### src/rtl/fa_serial_pkg.sv
// ============================================================================
// Module : fa_serial_pkg
// Brief  : Shared types and sizing helpers for fa_serial_arbiter.
// Rev    : 1.0  initial release
// ============================================================================
`default_nettype none

package fa_serial_pkg;

  typedef enum logic [1:0] {
    ST_IDLE = 2'd0,
    ST_RUN  = 2'd1,
    ST_DONE = 2'd2
  } state_t;

  // Counter carries one spare bit so reaching WIDTH never wraps.
  function automatic int cnt_w(input int width);
    return $clog2(width) + 1;
  endfunction

endpackage

`default_nettype wire

### src/rtl/fa_cell.sv
// ============================================================================
// Module : fa_cell
// Brief  : Technology-library single-bit full adder cell.
// Rev    : 1.0  initial release
// ============================================================================
`default_nettype none

module fa_cell (
  input  logic A,
  input  logic B,
  input  logic CI,
  output logic S,
  output logic CO
);

  assign S  = A ^ B ^ CI;
  assign CO = (A & B) | (A & CI) | (B & CI);

endmodule

`default_nettype wire

### src/rtl/fa_serial_arbiter_rr_pick.sv
// ============================================================================
// Module : rr_pick
// Brief  : Combinational round-robin picker; the search starts at ptr+1.
// Rev    : 1.0  initial release
// ============================================================================
`default_nettype none

module rr_pick #(
  parameter int NREQ  = 4,
  parameter int IDX_W = $clog2(NREQ)
) (
  input  logic [NREQ-1:0]  i_req,
  input  logic [IDX_W-1:0] i_ptr,
  output logic [NREQ-1:0]  o_onehot,
  output logic [IDX_W-1:0] o_idx,
  output logic             o_valid
);

  // Scan from the farthest offset down so the nearest requester wins.
  always_comb begin
    o_onehot = '0;
    o_idx    = '0;
    o_valid  = 1'b0;
    for (int k = NREQ; k >= 1; k--) begin
      int j;
      j = int'(i_ptr) + k;
      if (j >= NREQ) j = j - NREQ;
      if (i_req[j[IDX_W-1:0]]) begin
        o_idx   = j[IDX_W-1:0];
        o_valid = 1'b1;
      end
    end
    if (o_valid) o_onehot[o_idx] = 1'b1;
  end

endmodule

`default_nettype wire

### src/rtl/fa_serial_arbiter.sv
// ============================================================================
// Module : fa_serial_arbiter
// Brief  : Shares one bit-serial FA cell among NREQ round-robin requesters.
//          Optional OVF output enabled by defining FA_SERIAL_OVF_EN.
// Rev    : 1.0  initial release
// ============================================================================
`default_nettype none

module fa_serial_arbiter
  import fa_serial_pkg::*;
#(
  parameter int NREQ  = 4,
  parameter int WIDTH = 8
) (
  input  logic                  C,
  input  logic                  R_N,
  input  logic [NREQ-1:0]       REQ,
  input  logic [NREQ*WIDTH-1:0] A_IN,
  input  logic [NREQ*WIDTH-1:0] B_IN,
  input  logic [NREQ-1:0]       CI_IN,
  output logic [NREQ-1:0]       ACK,
  output logic [NREQ-1:0]       GNT,
  output logic [NREQ-1:0]       DONE,
  output logic [WIDTH-1:0]      SUM,
  output logic                  CO,
`ifdef FA_SERIAL_OVF_EN
  output logic                  OVF,
`endif
  output logic                  BUSY
);

  localparam int IDX_W = $clog2(NREQ);
  localparam int CNT_W = cnt_w(WIDTH);

  state_t             r_state;
  state_t             w_next_state;
  logic               w_capture;
  logic               w_last;

  logic [NREQ-1:0]    w_pick_onehot;
  logic [IDX_W-1:0]   w_pick_idx;
  logic               w_pick_valid;

  logic [IDX_W-1:0]   r_ptr;
  logic [IDX_W-1:0]   r_owner;
  logic [WIDTH-1:0]   r_a_sr;
  logic [WIDTH-1:0]   r_b_sr;
  logic [WIDTH-2:0]   r_sum_sr;
  logic               r_carry;
  logic [CNT_W-1:0]   r_cnt;

  logic [NREQ-1:0]    r_ack;
  logic [NREQ-1:0]    r_gnt;
  logic [NREQ-1:0]    r_done;
  logic [WIDTH-1:0]   r_sum;
  logic               r_co;

  logic               w_fa_s;
  logic               w_fa_co;
  logic [WIDTH-1:0]   w_sum_next;

  rr_pick #(
    .NREQ  (NREQ),
    .IDX_W (IDX_W)
  ) u_rr_pick (
    .i_req    (REQ),
    .i_ptr    (r_ptr),
    .o_onehot (w_pick_onehot),
    .o_idx    (w_pick_idx),
    .o_valid  (w_pick_valid)
  );

  fa_cell u_fa (
    .A  (r_a_sr[0]),
    .B  (r_b_sr[0]),
    .CI (r_carry),
    .S  (w_fa_s),
    .CO (w_fa_co)
  );

  // Shift register plus the bit being produced this cycle forms the full sum.
  assign w_sum_next = {w_fa_s, r_sum_sr};

  always_ff @(posedge C or negedge R_N) begin
    if (!R_N) r_state <= ST_IDLE;
    else      r_state <= w_next_state;
  end

  always_comb begin
    w_next_state = r_state;
    w_capture    = 1'b0;
    w_last       = 1'b0;
    case (r_state)
      ST_IDLE: begin
        if (w_pick_valid) begin
          w_next_state = ST_RUN;
          w_capture    = 1'b1;
        end
      end
      ST_RUN: begin
        if (r_cnt == CNT_W'(WIDTH - 1)) begin
          w_next_state = ST_DONE;
          w_last       = 1'b1;
        end
      end
      ST_DONE: w_next_state = ST_IDLE;
      default: w_next_state = ST_IDLE;
    endcase
  end

  // Results load on the final RUN edge so SUM/CO are valid alongside DONE.
  always_ff @(posedge C or negedge R_N) begin
    if (!R_N) begin
      r_ptr    <= IDX_W'(NREQ - 1);
      r_owner  <= '0;
      r_a_sr   <= '0;
      r_b_sr   <= '0;
      r_sum_sr <= '0;
      r_carry  <= 1'b0;
      r_cnt    <= '0;
      r_ack    <= '0;
      r_gnt    <= '0;
      r_done   <= '0;
      r_sum    <= '0;
      r_co     <= 1'b0;
    end else begin
      r_ack  <= '0;
      r_done <= '0;
      if (w_capture) begin
        r_a_sr  <= A_IN[w_pick_idx*WIDTH +: WIDTH];
        r_b_sr  <= B_IN[w_pick_idx*WIDTH +: WIDTH];
        r_carry <= CI_IN[w_pick_idx];
        r_cnt   <= '0;
        r_owner <= w_pick_idx;
        r_ack   <= w_pick_onehot;
        r_gnt   <= w_pick_onehot;
      end
      if (r_state == ST_RUN) begin
        r_a_sr   <= r_a_sr >> 1;
        r_b_sr   <= r_b_sr >> 1;
        r_sum_sr <= w_sum_next[WIDTH-1:1];
        r_carry  <= w_fa_co;
        r_cnt    <= r_cnt + CNT_W'(1);
      end
      if (w_last) begin
        r_sum  <= w_sum_next;
        r_co   <= w_fa_co;
        r_done <= r_gnt;
      end
      if (r_state == ST_DONE) begin
        r_gnt <= '0;
        r_ptr <= r_owner;
      end
    end
  end

`ifdef FA_SERIAL_OVF_EN
  logic r_ovf;

  // Carry into the MSB is the carry flop while the last bit is summed.
  always_ff @(posedge C or negedge R_N) begin
    if (!R_N)        r_ovf <= 1'b0;
    else if (w_last) r_ovf <= r_carry ^ w_fa_co;
  end

  assign OVF = r_ovf;
`endif

  assign ACK  = r_ack;
  assign GNT  = r_gnt;
  assign DONE = r_done;
  assign SUM  = r_sum;
  assign CO   = r_co;
  assign BUSY = (r_state != ST_IDLE);

endmodule

`default_nettype wire

### config.mk
export PLATFORM = sky130hd
export DESIGN_NAME = fa_serial_arbiter
export DESIGN_NICKNAME = d
export VERILOG_FILES = /design/src/rtl/fa_serial_pkg.sv /design/src/rtl/fa_cell.sv /design/src/rtl/fa_serial_arbiter_rr_pick.sv /design/src/rtl/fa_serial_arbiter.sv
export SDC_FILE = /design/constraint.sdc
export NUM_CORES = 1
export LEC_CHECK = 0
export BUFFER_PORTS_ARGS = -buffer_cell sky130_fd_sc_hd__buf_2
export CORE_UTILIZATION = 49
export CTS_BUF_LIST = sky130_fd_sc_hd__clkbuf_8
export DETAILED_ROUTE_END_ITERATION = 6
export PLACE_DENSITY = 0.83
export SYNTH_ARGS = -nofsm -noshare
export SYNTH_HDL_FRONTEND = slang
export SYNTH_SLANG_ARGS = --single-unit
### constraint.sdc
create_clock -name C -period 3.25 [get_ports C]
set_input_delay 0.8125 -clock C [delete_from_list [all_inputs] [get_ports C]]
set_output_delay 0.8125 -clock C [all_outputs]
set_load 0.05 [all_outputs]
==> metrics.txt, run 1 <==
DRT antenna net count=0; max-slew violations=0; antenna fix cells=0; Primary FF master, synth=dfrtp_1; failing checks=design-rule violations; CTS H-tree depth=2; via/cell ratio=6.19; crit path time final=2520 ps; Clock Path Buffers=2; post_cts resized=0; static leakage=0.00181 uW; TritonRoute pass-1 iters=7; post-synthesis cell type count=44; Die Wd=84.5 um; Mapped Nets=433; R2R Path Start=r_ptr[1]; Vias=3189; vias in the first global route=3005; Crit Path Class=in -> reg; Area contributors post-synth=dfrtp_1 (40%), nand2_1 (8.7%), mux2i_1 (4.8%); Rel. slew slack=0.423; critical path data arrival time=2750 ps; crit path max-delay cell type=o31ai_4; setup TNS=0 ps; endpoints failing setup=0; GRT overflow=0; die area=7140 sq um; asr flop ratio synth=1.00; Num CTS Buffers=5; status=finished with violations; DRT iter0 DRCs=206; final net count=513; Clk pin slew, worst setup/hold paths=100 ps; Die Height=84.5 um; f_max=397 MHz; sequential area share after synthesis=0.414; Tightest Pin Transition=861 ps; Req. time, crit path=3480 ps; post-synthesis register bit count=55; routability cong.=0.843; CP Launch Type=input port; Fin Hold WS=382 ps; Area growth syn-to-layout=18.5%; # rows=29; WL final=8.50 mm; synthesized area per cell=9.34 sq um; post-CTS setup buffers=0; MaxCap Viol Count=0; port bufs=95; VDD IR max=0.000345 V; CORE AREA=6460 sq um; Placed Cells=507; FF-to-FF End=r_a_sr[1]; largest net degree at the start of global routing=43; RSZ-0062 raised after global routing=false; CTS tree=built; endpoints failing hold=0; clock skew=7.39 ps; HP Class=in -> async; Final Util=0.612; Placed Area=3840 sq um; global-route wire length before repair=14.2 mm; Root Buffer=clkbuf_8; share of the synthesized area in the top cell type=0.398; initial antenna violation count=0; Residual DRC=9; final instance area=3950 sq um; Initial Util=0.516; CP Capture Type=flip-flop; clock sinks=55; Clock Latency Late Sink=310 ps; r2r worst-path depth=5; Yosys warnings=0; Power Dens Cells=938 nW/um^2; crit-path cells=buf_2 > or2_1 > o31ai_4 > buf_4 > a21oi_1 > a32oi_1 > a2bb2oi_1; final std cells w/o fill=515; io pins=96; slack of the worst reg-to-reg path=1130 ps; fillers=571; WL/cell=16.5 um; Cell Area, Synth=3330 sq um; DP HPWL=5.89 mm; critical path's largest stage delay=430 ps; fin crit share=0.775; layout cells sized above 1=0.326; Post-Syn Instances=357; CP max FO=27; Multi-input gate area=1800 sq um; leading area contributor after synthesis=dfrtp_1; EDFF count, synth=0; Tot GR Track Use=0.247; Reg area=1380 sq um; Hold Buf Count CTS=0
-- layout by cell type, fill, tap and decap left out, drive strengths merged, types with 5 or more instances in the layout --
master / count
nand2: 77
clkbuf: 5
a32oi: 14
o21ai: 6
a21oi: 17
dfrtp: 53
a2bb2oi: 14
nor2: 5
a31oi: 14
nand3: 19
a2111oi: 15
o31ai: 17
and2: 6
buf: 105
mux2i: 16
nor3: 8
mux2: 12
-- routing by layer --
metal / share of wire / vias to the layer above / wire, um / track usage
li1: - / 1497 / - / -
met1: 0.42 / 1517 / 3580 / 0.332
met2: 0.49 / 156 / 4140 / 0.414
met3: 0.072 / 19 / 616 / 0.0354
met4: 0.019 / 0 / 163 / 0.0817
met5: 0 / - / 0 / 0
-- Yosys cell counts (all sizes together) (2+ instances only) --
| cell type | n |
|---|---|
| dfstp | 2 |
| dfrtp | 53 |
| nand2b | 4 |
| a2bb2oi | 14 |
| nor2 | 5 |
| nor2b | 3 |
| a31oi | 14 |
| nor3 | 8 |
| o31ai | 17 |
| and2 | 6 |
| nand2 | 77 |
| buf | 15 |
| and3 | 4 |
| mux2 | 12 |
| a21oi | 17 |
| a221o | 2 |
| inv | 2 |
| o21ai | 6 |
| a32oi | 14 |
| a2111oi | 15 |
| a21o | 4 |
| nand3 | 19 |
| mux2i | 16 |
| clkbuf | 17 |
-- power breakdown --
part           internal, uW  switching [uW]
sequential              985             245
combinational           740            1270
clock                   232             236
total                  1960            1750
-- critical path, delay by kind of cell --
kind	cells	cell delay, ps
compound gates	4	1010
buf+inv	2	570
simple gates	1	350
-- state kept, by name, summed over array words and instances, names as in the netlist, 4 cells and up --
name,cells
r_cnt,4
ACK,4
r_a_sr,8
SUM,8
r_b_sr,8
GNT,4
r_sum_sr,7
DONE,4
-- stage by stage --
| stage | total power [uW] | worst slack [ps] |
|---|---|---|
| finish | 3710 | 731 |
| global route | 3960 | 573 |
| CTS | 3710 | 752 |
| detailed placement | 3240 | 434 |
| global placement | 3160 | 613 |
| floorplan | 2770 | 880 |
-- logic make-up after synthesis --
kind of cell | Yosys count | share of synthesized area
AOI/OAI and AO/OA | 109 | 0.260
buffers and inverters | 34 | 0.0477
xor gates and xnor gates | 1 | 0.00263
DFF | 55 | 0.414
adders and majority gates | 2 | 0.00976
muxes | 28 | 0.0886
and+or+nand+nor | 128 | 0.178
-- worst max path at each step --
stage,depth (start not counted),slack [ps],end,start
after CTS,7,750,r_a_sr[3],REQ[3]
final,7,730,r_b_sr[4],REQ[3]
after floorplan,6,880,r_owner[1],REQ[3]
after global placement,7,610,r_b_sr[0],REQ[3]
after global routing,7,570,r_b_sr[4],REQ[3]
after detailed placement,7,430,r_a_sr[3],REQ[3]
-- cell type report --
cell class	count	area share
multi-input cells	268	0.456
flip-flops and latches	55	0.349
repair buffers	105	0.139
well taps	77	0.0244
clock buffers	5	0.0174
clock inverters	3	0.0117
inverters	2	0.00190
Power figures use the tool's default switching activity.
==> inputs of run 2 (changes only) <==
ABC_AREA = 1   (was default)
CORE_UTILIZATION = 48   (was 49)
PLACE_DENSITY = 0.85   (was 0.83)
clock period = 2.2 ns   (was 3.25 ns; I/O delays follow)
==> run 2 against run 1 <==
The run ends with design-rule violations, negative setup slack left. Sequential share of layout area shrank 2.1 points. Register-to-register slack worse by 1200 ps. Combinational power increased to 2.7 times the previous value. First-iteration DRC count increased by 38%. Final area increased by 6.3%. Synthesized cell count up 28%. Flip-flop and latch count unchanged. Sequential power increased by 40%. Utilization grew 4.2 points. Setup slack worse by 770 ps. Clock power rose by 25%.
==> metrics.txt, run 2 <==
DRT antenna net count=0 (unchanged); crit path max-delay cell type=dfstp_2; share of the synthesized area in the top cell type=0.411 (+0.0126); port bufs=95 (unchanged); RSZ-0062 raised after global routing=true; MaxCap Viol Count=0 (unchanged); crit path time final=2240 ps; Post-Synth Simple-Gate Area=0.376 (+0.199); final net count=638 (+24%); static leakage=0.00237 uW (+31%); CORE AREA=6420 sq um (-0.56%); global-route wire length before repair=13.8 mm (-2.9%); total power draw=7820 uW (+110%); vias in the first global route=3119 (+3.8%); post-synthesis cell type count=32 (-27%); post-synthesis mux area share=0 (-0.0886); Die Height=84.0 um (-0.51%); TritonRoute pass-1 iters=7 (unchanged); most common cell after layout, fill and taps aside=nand2_1; via/cell ratio=5.30 (-14%); HP Class=in -> async; Root Buffer=clkbuf_8; Crit Path Class=reg -> reg; VDD IR max=0.000711 V (+110%); WL/cell=14.3 um (-14%); CP max FO=6 (-78%); Num CTS Buffers=5 (unchanged); GRT overflow=0 (unchanged); Final WS setup=-42.4 ps (-773 ps); CP Capture Type=flip-flop; sequential area share after synthesis=0.427 (+0.0131); initial antenna violation count=0 (unchanged); Area contributors post-synth=dfrtp_1 (41%), nand2_1 (19%), nand3_1 (6.4%); Clock Latency Late Sink=320 ps (about the same); R2R Path Start=r_ptr[0]; CP Launch Type=flip-flop; Tightest Pin Transition=564 ps (-296 ps); cell mode on critical path=nand2_1; Vias=3394 (+6.4%); Clock Path Buffers=2 (unchanged); status=finished with violations; Post-Syn Instances=456 (+28%); layout cells sized above 1=0.295 (-0.0316); critical path's largest stage delay=630 ps (+200 ps); DRT iter0 DRCs=285 (+38%); f_max=446 MHz; io pins=96 (unchanged); max-slew violations=0 (unchanged); antenna fix cells=0 (unchanged); Post-Synth XOR/XNOR Area=0.00271 (+0.0000834); r2r worst-path depth=15 (+10); routability cong.=0.872 (+3.4%); largest net degree at the start of global routing=50 (+16%); leading area contributor after synthesis=dfrtp_1; Primary FF master, synth=dfrtp_1; endpoints failing setup=6 (+6); Reg area=1380 sq um (unchanged); critical path data arrival time=2460 ps (-290 ps); DP HPWL=5.99 mm (+1.8%); EDFF count, synth=0 (unchanged); Rel. slew slack=0.623 (+0.200); Compound-Gate Fraction of Synth Area=0.0786 (-0.182); asr flop ratio synth=1.00 (unchanged); Power Dens Cells=1860 nW/um^2 (+98%); Area growth syn-to-layout=30.0%; # rows=29 (unchanged); failing checks=design-rule violations, negative setup slack; post-synthesis register bit count=55 (unchanged); WL final=9.13 mm (+7.4%); crit-path cells=nand2_1 > o21ai_1 > nand2_2 > nand2_2 > nand2_4 > nand2_4 > nand2_8 > nand2_8 > buf_4 > buf_8 > nand2_1 > nand3_1 > nand3_1 > nand2_1 > nand2_1; CTS tree=built; endpoints failing hold=0 (unchanged); most numerous cell in the Yosys netlist=nand2_1; die area=7060 sq um (-1.0%); clock skew=15.5 ps (+8.10 ps); FF-to-FF End=r_carry; Residual DRC=9 (unchanged); largest family of logic cells by synthesized area=simple AND/OR/NAND/NOR gates; Multi-input gate area=1640 sq um (-9.1%); pre-CTS setup slack=55.1 ps (-379 ps); Die Wd=84.0 um (-0.51%); fillers=534 (-6.5%); synthesized area per cell=7.08 sq um (-24%); Yosys warnings=0 (unchanged); top post-synthesis cells by count=nand2_1 (164), dfrtp_1 (53), inv_1 (53); Initial Util=0.503 (-0.0131); fin crit share=1.02; CTS H-tree depth=2 (unchanged); Mapped Nets=532 (+23%); slack of the worst reg-to-reg path=-40 ps (-1170 ps); Hold Buf Count CTS=0 (unchanged); adder-cell share of the synthesized area=0.0101 (+0.000310); clock sinks=55 (unchanged); Req. time, crit path=2420 ps (-1060 ps); Cell Area, Synth=3230 sq um (-3.1%); Tot GR Track Use=0.245 (-0.00238); Clk pin slew, worst setup/hold paths=110 ps (about the same); commonest cells after routing, fill and taps aside=nand2_1 (149), buf_2 (95), dfrtp_1 (53), inv_1 (52), nor2_1 (43)
==> run 2: cell count changes after synthesis, sizes merged, moves of 14 or more <==
cell     delta
a2111oi    -15
a2bb2oi    -14
a31oi      -14
a32oi      -14
inv        +54
mux2i      -16
nand2      +93
nand3      +23
nor2       +40
o21ai      +18
o31ai      -17
==> run 2: critical path: cells and delay by family, from the launching register on <==
family	cells	cell delay, ps
compound gates	1	190
simple gates	12	1050
buf+inv	2	270
flops	1	630
==> run 2: per-stage QoR <==
| stage | hold slack (ps) | std cells | setup TNS (ps) | area, sq um | util |
|---|---|---|---|---|---|
| finish | 142 | 640 | -73.7 | 4200 | 0.654 |
| global route | 160 | 640 | -1380 | 4200 | 0.654 |
| CTS | 149 | 626 | 0 | 3880 | 0.604 |
| detailed placement | 466 | 618 | 0 | 3780 | 0.589 |
| global placement | 462 | 618 | 0 | 3780 | 0.589 |
| floorplan | 254 | 456 | 0 | 3230 | - |
==> run 2: final cells by class <==
| type | count | area share |
|---|---|---|
| timing repair buffer | 120 | 0.185 |
| sequential | 55 | 0.328 |
| inverter | 56 | 0.0518 |
| clock inverter | 3 | 0.00536 |
| tap | 77 | 0.0229 |
| clock buffer | 5 | 0.0164 |
| multi-input combinational | 324 | 0.390 |
==> run 2: report_power, final <==
| part | internal (uW) | leakage (uW) | total (uW) | switching [uW] |
|---|---|---|---|---|
| logic | 2070 | 0.00163 | 5520 | 3440 |
| clock network | 231 | 0.0000489 | 587 | 355 |
| registers | 1470 | 0.000691 | 1720 | 253 |
| total | 3770 | 0.00237 | 7820 | 4050 |
==> run 2: cells by family (layout without fill, tap and decap cells) <==
group,after synthesis,count (layout)
compound gates,42,42
flops,55,55
xor+xnor,1,1
simple gates,279,279
fa+ha+maj,2,2
buf+inv,77,184
==> run 2: worst max path at each step <==
stage	cells after the start	slack, ps	from	end
floorplan	15	310	r_ptr[0]	r_a_sr[6]
global placement	15	120	REQ[3]	r_b_sr[6]
detailed placement	15	60	r_ptr[0]	r_a_sr[0]
CTS	15	30	r_ptr[0]	r_a_sr[0]
global route	16	-150	r_ptr[0]	r_carry
finish	15	-40	r_ptr[0]	r_carry
==> run 2: metal layers <==
layer  GRT usage  routed length [um]  up-vias
li1            -                   -     1624
met1       0.301                3700     1570
met2       0.431                4510      173
met3      0.0386                 658       27
met4      0.0925                 258        0
met5           0                   0        -
==> run 2: timing repair <==
action,CTS,global route
resized for setup,0,42
setup buffers,0,9
endpoints found under the setup margin,0,20
